===== src/rtl/spi_master_ctrl.sv =====
// SPI master: runtime CPOL/CPHA, programmable SCLK divider, MSB/LSB-first, decoded active-low slave select.
// Optional SPI_LOOPBACK_EN adds a LOOP input that routes the internal MOSI back into the receive path.
module spi_master_ctrl #(
    parameter int unsigned word_width = 8,
    parameter int unsigned SS_width   = 4,
    parameter int unsigned div_width  = 8
) (
    input  logic                        clk,
    input  logic                        rst,
    input  logic                        start,
    input  logic                        CPOL,
    input  logic                        CPHA,
    input  logic                        LSBF,
    input  logic [div_width-1:0]        DIV,
    input  logic [$clog2(SS_width)-1:0] SSV,
    input  logic [word_width-1:0]       D_IN,
    output logic [word_width-1:0]       D_OUT,
    output logic                        busy,
    output logic                        done,
    output logic                        SCLK,
    output logic                        SD_OUT,
`ifdef SPI_LOOPBACK_EN
    input  logic                        LOOP,
`endif
    input  logic                        SD_IN,
    output logic [SS_width-1:0]         SS_OUT
);

    localparam int unsigned ECNT_W = $clog2(2 * word_width);

    typedef enum logic [1:0] {IDLE, SETUP, XFER, HOLD} state_t;

    state_t                 state, state_nxt;
    logic                   cpha_q, lsbf_q;
    logic [div_width-1:0]   div_q, cnt;
    logic [ECNT_W-1:0]      ecnt;
    logic [word_width-1:0]  tx_sr, rx_sr;

    logic                   accept_c, finish_c, edge_c, tick_c, last_edge_c;
    logic                   sample_c, shift_c, rx_in_c, tx_first_c, tx_next_c;
    logic [word_width-1:0]  tx_load_c, tx_shift_c, rx_shift_c;
    logic [SS_width-1:0]    ss_sel_c;

    // State register
    always_ff @(posedge clk) begin
        if (rst) state <= IDLE;
        else     state <= state_nxt;
    end

    // Next-state and control strobes
    always_comb begin
        state_nxt = state;
        accept_c  = 1'b0;
        finish_c  = 1'b0;
        edge_c    = 1'b0;
        case (state)
            IDLE:  if (start && !busy && !done) begin
                       accept_c  = 1'b1;
                       state_nxt = SETUP;
                   end
            SETUP: if (tick_c) state_nxt = XFER;
            XFER:  if (tick_c) begin
                       edge_c = 1'b1;
                       if (last_edge_c) state_nxt = HOLD;
                   end
            HOLD:  if (tick_c) begin
                       finish_c  = 1'b1;
                       state_nxt = IDLE;
                   end
            default: state_nxt = IDLE;
        endcase
    end

    assign tick_c      = (state != IDLE) && (cnt == div_q);
    assign last_edge_c = (ecnt == ECNT_W'(2 * word_width - 1));
    // Even edge index is a leading edge; CPHA picks which edge type samples
    assign sample_c    = edge_c && (ecnt[0] == cpha_q);
    assign shift_c     = edge_c && (ecnt[0] != cpha_q);

`ifdef SPI_LOOPBACK_EN
    assign rx_in_c = LOOP ? SD_OUT : SD_IN;
`else
    assign rx_in_c = SD_IN;
`endif

    // Bit-order dependent shift helpers
    always_comb begin
        tx_first_c = LSBF ? D_IN[0] : D_IN[word_width-1];
        tx_load_c  = LSBF ? (D_IN >> 1) : (D_IN << 1);
        tx_next_c  = lsbf_q ? tx_sr[0] : tx_sr[word_width-1];
        tx_shift_c = lsbf_q ? (tx_sr >> 1) : (tx_sr << 1);
        rx_shift_c = lsbf_q ? {rx_in_c, rx_sr[word_width-1:1]}
                            : {rx_sr[word_width-2:0], rx_in_c};
        for (int unsigned i = 0; i < SS_width; i++) begin
            ss_sel_c[i] = (32'(SSV) != i);
        end
    end

    // Datapath and registered outputs
    always_ff @(posedge clk) begin
        if (rst) begin
            cpha_q <= 1'b0;
            lsbf_q <= 1'b0;
            div_q  <= '0;
            cnt    <= '0;
            ecnt   <= '0;
            tx_sr  <= '0;
            rx_sr  <= '0;
            D_OUT  <= '0;
            busy   <= 1'b0;
            done   <= 1'b0;
            SCLK   <= 1'b0;
            SD_OUT <= 1'b0;
            SS_OUT <= '1;
        end else begin
            done <= 1'b0;
            if (state == IDLE) SCLK <= CPOL;
            if (state != IDLE) cnt <= tick_c ? '0 : cnt + div_width'(1);
            if (accept_c) begin
                cpha_q <= CPHA;
                lsbf_q <= LSBF;
                div_q  <= DIV;
                cnt    <= '0;
                ecnt   <= '0;
                rx_sr  <= '0;
                busy   <= 1'b1;
                SS_OUT <= ss_sel_c;
                // CPHA=0 puts the first bit out before the first leading edge
                if (!CPHA) begin
                    SD_OUT <= tx_first_c;
                    tx_sr  <= tx_load_c;
                end else begin
                    tx_sr  <= D_IN;
                end
            end
            if (edge_c) begin
                SCLK <= ~SCLK;
                ecnt <= ecnt + ECNT_W'(1);
            end
            if (sample_c) rx_sr <= rx_shift_c;
            if (shift_c) begin
                SD_OUT <= tx_next_c;
                tx_sr  <= tx_shift_c;
            end
            if (finish_c) begin
                busy   <= 1'b0;
                done   <= 1'b1;
                SS_OUT <= '1;
                D_OUT  <= rx_sr;
            end
        end
    end

endmodule


===== config.mk =====
export PLATFORM = sky130hd
export DESIGN_NAME = spi_master_ctrl
export DESIGN_NICKNAME = d
export VERILOG_FILES = /design/src/rtl/spi_master_ctrl.sv
export SDC_FILE = /design/constraint.sdc
export NUM_CORES = 1
export LEC_CHECK = 0
export CAP_MARGIN = 20
export CORE_MARGIN = 5
export CORE_UTILIZATION = 48
export CTS_CLUSTER_DIAMETER = 100
export DETAILED_ROUTE_END_ITERATION = 10
export PLACE_DENSITY = 0.72
export SYNTH_ARGS = -nofsm -noshare
export SYNTH_HDL_FRONTEND = slang
export SYNTH_SLANG_ARGS = --single-unit
export TNS_END_PERCENT = 100

===== constraint.sdc =====
create_clock -name clk -period 3.3 [get_ports clk]
set_input_delay 0.495 -clock clk [delete_from_list [all_inputs] [get_ports clk]]
set_output_delay 0.495 -clock clk [all_outputs]
set_load 0.05 [all_outputs]

# [Word level (Yosys, flattened, before mapping)]
# Cells that the tools add are included.
[word_totals] register_bits=56 input_bits=25 elab_cells=81
[classes] muxes=30 reduce_logical=18 n_addsub=2 bitwise_logic=1 n_eq_ne=16
[op_table] op="8-bit two-way mux" count=9
[op_table] op="2-bit != test (second input constant)" count=7
[op_table] op="1-bit two-way mux" count=13
[op_table] op="2-bit nonzero test" count=6
[op_table] op="2-bit two-way mux" count=5
[op_table] op="8-bit by 1-bit adder with 8-bit output (second input constant)" count=1
[op_table] op="8-bit == test" count=1
[op_table] op="4-bit two-way mux" count=2
[op_table] op="2-bit one-hot mux with 4 select lines" count=1
[op_table] op="1-bit logical AND" count=5
[op_table] op="5-bit AND reduction" count=1
[op_table] op="4-bit by 1-bit adder with 4-bit output (second input constant)" count=1
[op_table] op="2-bit == test (second input constant)" count=2
[op_table] op="4-bit == test (second input constant)" count=1
[op_table] op="2-bit by 1-bit != test with 1-bit output (second input constant)" count=2
[op_table] op="2-bit OR reduction" count=2
[op_table] op="2-bit by 1-bit == test with 1-bit output (second input constant)" count=1
[op_table] op="1-bit zero test" count=2
[op_table] op="2-bit zero test" count=1
[op_table] op="2-bit AND reduction" count=1
[op_table] op="1-bit == test" count=1
[op_table] op="1-bit != test" count=1
[op_table] op="1-bit NOT" count=1

# [Logic depth before layout (Yosys ltp)]
# Gate-level depths: netlist (run 1).
[depth] ltp_word=7 mapped_depth=8 mapped_depth_nobuf=7

# [Least setup slack after synthesis (run 1)]
# Ideal clock, no wire load.
[synth_timing] kind="register -> register" from="register busy" to="register rx_sr[0]" required_time_ps=3230 setup_slack_ps=1560 n_path_buf=2 stages_incl_launch_ff=6 setup_time_ps=70 arrival_ps=1669 path_cell_list="dfxtp_1 > nand4bb_1 > clkbuf_1 > buf_1 > o211ai_1 > a21oi_1"
[synth_via] elab_chain_len=6
[synth_lines] item="start, declared" line="18" source="output logic busy,"
[synth_lines] item="start signal, assigned" line="110" source="busy <= 1'b0;"
[synth_lines] item="start signal, assigned" line="126" source="busy <= 1'b1;"
[synth_lines] item="start signal, assigned" line="146" source="busy <= 1'b0;"
[synth_lines] item="1-bit zero test" line="57" source="IDLE: if (start && !busy && !done) begin"
[synth_lines] item="1-bit logical AND (2 in series)" line="57"
[synth_lines] item="1-bit two-way mux" line="57"
[synth_lines] item="1-bit two-way mux" line="56" source="case (state)"
[synth_lines] item="2-bit nonzero test (no line)"
[synth_lines] item="end signal, assigned" line="140" source="if (sample_c) rx_sr <= rx_shift_c;"
[synth_lines] item="end, declared" line="37" source="logic [word_width-1:0] tx_sr, rx_sr;"
# Every way passes these cells.
# A chain may end at the register's enable or synchronous reset.

# [Worst setup path in the final report (run 1)]
[layout_timing] from="register state[0]" to="register rx_sr[4]"
[layout_via] elab_chain_len=6
[layout_lines] item="start, declared" line="33" source="state_t state, state_nxt;"
[layout_lines] item="start signal, assigned" line="47" source="else state <= state_nxt;"
[layout_lines] item="2-bit nonzero test" line="74" source="assign tick_c = (state != IDLE) && (cnt == div_q);"
[layout_lines] item="1-bit logical AND" line="74"
[layout_lines] item="1-bit two-way mux" line="62" source="XFER: if (tick_c) begin"
[layout_lines] item="1-bit two-way mux" line="56"
[layout_lines] item="1-bit logical AND" line="77" source="assign sample_c = edge_c && (ecnt[0] == cpha_q);"
[layout_lines] item="8-bit two-way mux or 2-bit nonzero test (tied branches)"
# Several ways; a longest one is shown, not always the timed one.

==> results.tsv, run 1 <==
metric	value	unit
status	finished, final reports clean	
cts-resized-gates	0	
die_area	0.007500	mm²
final_nets	383	
critical-path-slowest-cell	and4_1	
cts_hold_buf	0	
synth.area.top_cells	dfxtp_1 (40%), mux2i_1 (8.2%), nand2_1 (4.8%), a21oi_1 (4.6%), nand3_1 (3.6%)	
synthFlopType	dfxtp_1	
total_inserted_antenna_cells	0	
worst_ir_drop_vdd	0.0003186	V
p_sw_share	37.75	%
layout.core_utilization	57.81	%
critical_path.max_fanout	19	
synth-seq-area-share	39.80	%
totalNegativeSetupSlack	0	ns
synth-edff-count	0	
comb_power_share	35.5	%
synthMostInstantiatedCell	dfxtp_1	
holdCritPathClass	flop to flop	
number_of_design_rule_violations_left_after_detail_routing	0	
finalWirelength	6.201	mm
via_per_inst	5.575	
cts_setup_buffers	0	
vias_in_the_first_global_route	2314	
type_of_element_capturing_the_critical_path	flop	
cts_inserted_buffers	5	
grt_usage	17.14	%
netlist_area	0.002816	mm²
rrSetupSlack	0.82	ns
clock_latency	0.31	ns
pwr-share-seq	43.8	%
power_frac_clock	20.7	%
grt_pass1_wl	10.65	mm
vias	2386	
count_of_input_and_output_buffers	40	
yosys.area.top_type_share	39.80	%
synthDominantAreaCellType	dfxtp_1	
drive_gt1_share	7.649	%
ys.warnings.count	0	
grt_max_degree	32	
dr.pass1.iters	4	
worst-setup-path-type	flop to flop	
tritoncts_clock_tree	done	
switchingPower	712.9	µW
p_per_area	561.7	mW/mm²
syn_area_per_cell	8.801	µm²
timing.critical_path.arrival	2.73	ns
placedCellCount	420	
place_hpwl	4.333	mm
power_report.internal_total	1176	µW
fin_crit_sh	75.08	%
syn_nets	351	
htree_num_levels	2	
worst_setup_path_start_kind	flop	
cts_num_sinks	56	
rows	28	
postSynthCellCount	320	
core	0.005816	mm²
register_bit_count_reported_by_yosys	56	
pin_count	41	
antenna_found_initial	0	
async_reset_ff_share	0	%
clk_transition_reported_paths	0.11	ns
unrepaired_setup_endpoints_after_global_routing	no	
max_stage_delay	0.67	ns
yosys-top-cells-count	dfxtp_1 (56), nand2_1 (36), a21oi_1 (26), mux2i_1 (23)	
gr-total-overflow	0	
timing.critical_path.max_delay_family	simple AND/OR/NAND/NOR gates	
timing.final.max_slew_violations	0	
drt.antenna.violating_nets	0	
critical_path.n_buffers_inverters	2	
finalPower	1888	µW
worst_pin_slew	0.8814	ns
maxCapViolCount	0	
min_period	2.478	ns
timing.fmax	403.6	MHz
layout-area-overhead-vs-synth	19.37	%
leakagePower	0.001262	µW
worst_clock_skew	0.009056	ns
clock_path_buffers	2	
drt-initial-drc-count	96	
timing.critical_path.required	3.55	ns
finalSetupViolCount	0	
hold_violations	0	
gp_routability_congestion	0.7763	
worst_slew_margin_rel	41.16	%
root_buffer_cell	clkbuf_8	
chipWidth	86.60	µm
yosysUniqueCellTypes	42	
crit_path_cell_trace	inv_1 > ha_1 > nor2b_1 > and4_1 > buf_4 > nand3_1 > a21oi_1	
die_height	86.60	µm
finalNonFillerCells	428	
floorplan.initialDensity	48.43	%
drt-wirelength-per-cell	14.49	µm
## sequential cells by signal, indices dropped and copies added (netlist names)
name and flops:
cpha_q 1, rx_sr 8, div_q 8, SCLK 1, state 2, ecnt 4, cnt 8, SD_OUT 1
lsbf_q 1, D_OUT 8, tx_sr 8, busy 1, done 1, SS_OUT 4
## tightest hold or removal path, stage by stage, from the launching register on
cell     delay (ns)
dfxtp_1        0.33
nand2_1        0.05
a21oi_1        0.05
## power by group through the flow
stage	Clock, µW	Sequential (µW)	Combinational [µW]
after detailed placement	0	840	663
after CTS	400	827	669
after global placement	0	836	652
after global routing	427	841	732
after floorplan	0	856	463
final	391	827	670
## cells in the final DEF, fill, tap and decap left out, drive strengths merged, types with 2 or more instances in the layout
cell | Yosys | final
a211oi | 2 | 2
a21oi | 26 | 26
a221oi | 6 | 6
a311oi | 8 | 8
a31oi | 2 | 2
and2 | 6 | 6
buf | 10 | 9
clkbuf | 14 | 5
clkdlybuf4s50 | 0 | 40
dfxtp | 56 | 56
ha | 6 | 6
inv | 2 | 4
mux2 | 8 | 8
mux2i | 23 | 23
nand2 | 36 | 36
nand2b | 3 | 3
nand3 | 20 | 20
nand3b | 4 | 4
nand4 | 3 | 3
nand4b | 2 | 2
nor2 | 20 | 20
nor2b | 6 | 6
nor3 | 4 | 4
nor4 | 2 | 2
o211ai | 9 | 9
o21ai | 12 | 12
o221ai | 2 | 2
or3 | 4 | 4
xnor2 | 4 | 4
xor2 | 11 | 11
## area by class of cell
cell class	instances	area, µm²
repair buffers	49	467.9
clock inverters	3	25.02
clock buffers	5	68.82
multi-input cells	238	1578
inverters	2	7.507
fillers	556	2454
flip-flops and latches	56	1121
well taps	75	93.84
## logic make-up (layout without fill, tap and decap cells)
logic type      count (synthesis)  in the layout  share of synthesized area [%]
simple gates                  113            113                          20.39
xor+xnor                       15             15                          4.664
flops                          56             56                          39.80
mux                            31             31                          11.37
buf+inv                        26             59                          4.176
compound gates                 73             73                          16.93
fa+ha+maj                       6              6                          2.665
## metal layers
metal  vias to the layer above  wire (µm)  GRT usage, %
met1                      1120       2992         22.85
met4                         0         56         4.816
met3                         4        203         2.852
met5                         -          0             0
met2                        44       2948         28.58
li1                       1218          -             -
## final timing paths
| kind | from | end | cells after the start |
|---|---|---|---|
| max | state[0]$_SDFFE_PP0P_ | rx_sr[4]$_SDFFE_PP0P_ | 7 |
| min | div_q[5]$_SDFFE_PP0P_ | div_q[5]$_SDFFE_PP0P_ | 2 |
| max reg2reg | state[0]$_SDFFE_PP0P_ | rx_sr[4]$_SDFFE_PP0P_ | 7 |
| min reg2reg | div_q[5]$_SDFFE_PP0P_ | div_q[5]$_SDFFE_PP0P_ | 2 |
## per-stage QoR
step	setup slack (ns)	hold WS (ns)	instance area, µm²
3_3_place_gp	1.042	0.4561	3268
6_report	0.8223	0.4698	3362
2_1_floorplan	1.560	0.4478	2816
3_5_place_dp	0.9042	0.4584	3268
5_1_grt	0.6435	0.4873	3362
4_1_cts	0.8729	0.4722	3362
(Power assumes the default switching activity.)
==> run 2: changes to the inputs <==
==> constraint.sdc (replaced) <==
create_clock -name clk -period 2.4 [get_ports clk]
set_input_delay 0.36 -clock clk [delete_from_list [all_inputs] [get_ports clk]]
set_output_delay 0.36 -clock clk [all_outputs]
set_load 0.05 [all_outputs]
==> results.tsv, run 2 (synthesized netlist as in run 1, its figures left out) <==
metric	value	unit	change
pin_count	41		unchanged
core	0.005816	mm²	unchanged
timing.critical_path.arrival	2.34	ns	-0.39 ns
die_area	0.007500	mm²	unchanged
gr-total-overflow	0		unchanged
layout_commonest_cell	dfxtp_1		
placedCellCount	423		+0.71%
ff2ff_path_depth	7		unchanged
totalNegativeSetupSlack	0	ns	unchanged
worst_slew_margin_rel	43.84	%	+2.7 points
drt-initial-drc-count	117		+22%
grt_usage	17.58	%	+0.43 points
worst_setup_path_start_kind	flop		
max_stage_delay	0.40	ns	-0.27 ns
finalNonFillerCells	431		+0.70%
worst-setup-path-type	flop to flop		
chipWidth	86.60	µm	unchanged
worst_hold_path.num_cells	2		unchanged
timing.hold.ws	0.4766	ns	+0.006774 ns
clk_transition_reported_paths	0.10	ns	about the same
timing.final.max_slew_violations	0		unchanged
count_of_input_and_output_buffers	40		unchanged
maxCapViolCount	0		unchanged
cts_num_sinks	56		unchanged
worst_slack	0.2809	ns	-0.5413 ns
number_of_design_rule_violations_left_after_detail_routing	0		unchanged
min-delay-start	div_q[7]$_SDFFE_PP0P_		
rrSetupSlack	0.28	ns	-0.54 ns
drt.antenna.violating_nets	0		unchanged
timing.fmax	471.9	MHz	+17%
floorplan.initialDensity	48.43	%	unchanged
vias	2410		+1.0%
critical_path.n_buffers_inverters	2		unchanged
clock_latency	0.31	ns	about the same
tritoncts_clock_tree	done		
root_buffer_cell	clkbuf_8		
type_of_element_capturing_the_critical_path	flop		
fin_crit_sh	88.29	%	+13 points
die_height	86.60	µm	unchanged
grt_max_degree	32		unchanged
timing.critical_path.max_delay_family	simple AND/OR/NAND/NOR gates		
final_nets	386		+0.78%
via_per_inst	5.592		+0.30%
status	finished, final reports clean		
cts_hold_buf	0		unchanged
crit_path_cell_trace	inv_1 > ha_1 > nor2b_1 > and4_1 > buf_4 > a221oi_1 > a311oi_1		
dr.pass1.iters	4		unchanged
critical_path.max_fanout	31		+12
r2r_start	state[0]$_SDFFE_PP0P_		
num-fill-cells	541		-2.7%
clock_path_buffers	2		unchanged
unrepaired_setup_endpoints_after_global_routing	no		
vias_in_the_first_global_route	2371		+2.5%
cts_setup_buffers	0		unchanged
layout-area-overhead-vs-synth	20.92	%	
leakagePower	0.001287	µW	+2.0%
place_hpwl	4.348	mm	+0.34%
worst_pin_slew	0.8364	ns	-0.04493 ns
gp_routability_congestion	0.7708		-0.71%
total_inserted_antenna_cells	0		unchanged
antenna_found_initial	0		unchanged
holdCritPathClass	flop to flop		
worst_clock_skew	0.006638	ns	-0.002418 ns
drt-wirelength-per-cell	14.61	µm	+0.84%
placement.setup.worst_slack	0.3284	ns	-0.5758 ns
min_period	2.119	ns	-0.3587 ns
worst_ir_drop_vdd	0.0003654	V	+15%
drive_gt1_share	8.427	%	+0.78 points
timing.critical_path.required	2.62	ns	-0.93 ns
finalWirelength	6.297	mm	+1.5%
critical-path-slowest-cell	dfxtp_1		
min_delay_worst_endpoint	div_q[7]$_SDFFE_PP0P_		
finalSetupViolCount	0		unchanged
p_per_area	798.8	mW/mm²	+42%
hold_violations	0		unchanged
grt_pass1_wl	10.87	mm	+2.0%
reg2reg_to	tx_sr[1]$_SDFFE_PP0P_		
htree_num_levels	2		unchanged
cts_inserted_buffers	5		unchanged
cts-resized-gates	0		unchanged
rows	28		unchanged
mostFrequentLayoutCells	dfxtp_1 (56), clkdlybuf4s50_1 (40), nand2_1 (36), a21oi_1 (26), mux2i_1 (23)		
[run 2: worst min-delay path, delay by kind of cell (launching register included)]
| kind | cells | cell delay, ns |
|---|---|---|
| AND/OR/NAND/NOR | 1 | 0.05 |
| AO/OA/AOI/OAI | 1 | 0.05 |
| flip-flops | 1 | 0.33 |
[run 2: per-stage QoR]
step                total power, µW  util, %  area (µm²)
floorplan                      1814        -        2816
global placement               2068    56.58        3291
detailed placement             2099    56.58        3291
CTS                            2733    58.56        3406
global route                   2890    58.56        3406
finish                         2720    58.56        3406
[run 2: per-layer routing]
| layer | vias up | wire [µm] | track usage [%] |
|---|---|---|---|
| met2 | 32 | 3110 | 29.90 |
| li1 | 1223 | - | - |
| met4 | 0 | 63 | 3.824 |
| met1 | 1149 | 2928 | 23.27 |
| met3 | 6 | 195 | 3.137 |
| met5 | - | 0 | 0 |
[run 2: worst max-delay path by stage]
| stage | from | to | depth (start not counted) |
|---|---|---|---|
| after floorplan | busy$_SDFFE_PP0P_ | rx_sr[0]$_SDFFE_PP0P_ | 5 |
| after global placement | LSBF | tx_sr[6]$_SDFFE_PP0P_ | 5 |
| after detailed placement | state[0]$_SDFFE_PP0P_ | tx_sr[1]$_SDFFE_PP0P_ | 7 |
| after CTS | state[0]$_SDFFE_PP0P_ | tx_sr[6]$_SDFFE_PP0P_ | 7 |
| after global routing | state[0]$_SDFFE_PP0P_ | tx_sr[4]$_SDFFE_PP0P_ | 7 |
| final | state[0]$_SDFFE_PP0P_ | tx_sr[1]$_SDFFE_PP0P_ | 7 |
[run 2: area by class of cell]
class / instances / area [µm²] / share of cell area, %
clock buffer: 5 / 68.82 / 2.021
sequential: 56 / 1121 / 32.92
multi-input combinational: 238 / 1578 / 46.33
tap: 75 / 93.84 / 2.755
clock inverter: 3 / 46.29 / 1.359
inverter: 2 / 7.507 / 0.2204
timing repair buffer: 52 / 490.5 / 14.40
[run 2: power breakdown]
group	leakage [µW]	switching (µW)	internal [µW]	total (µW)
clock	0.0000548	319	315	634
combinational	0.000777	571	392	964
sequential	0.000455	92.9	1030	1120
total	0.00129	983	1740	2720
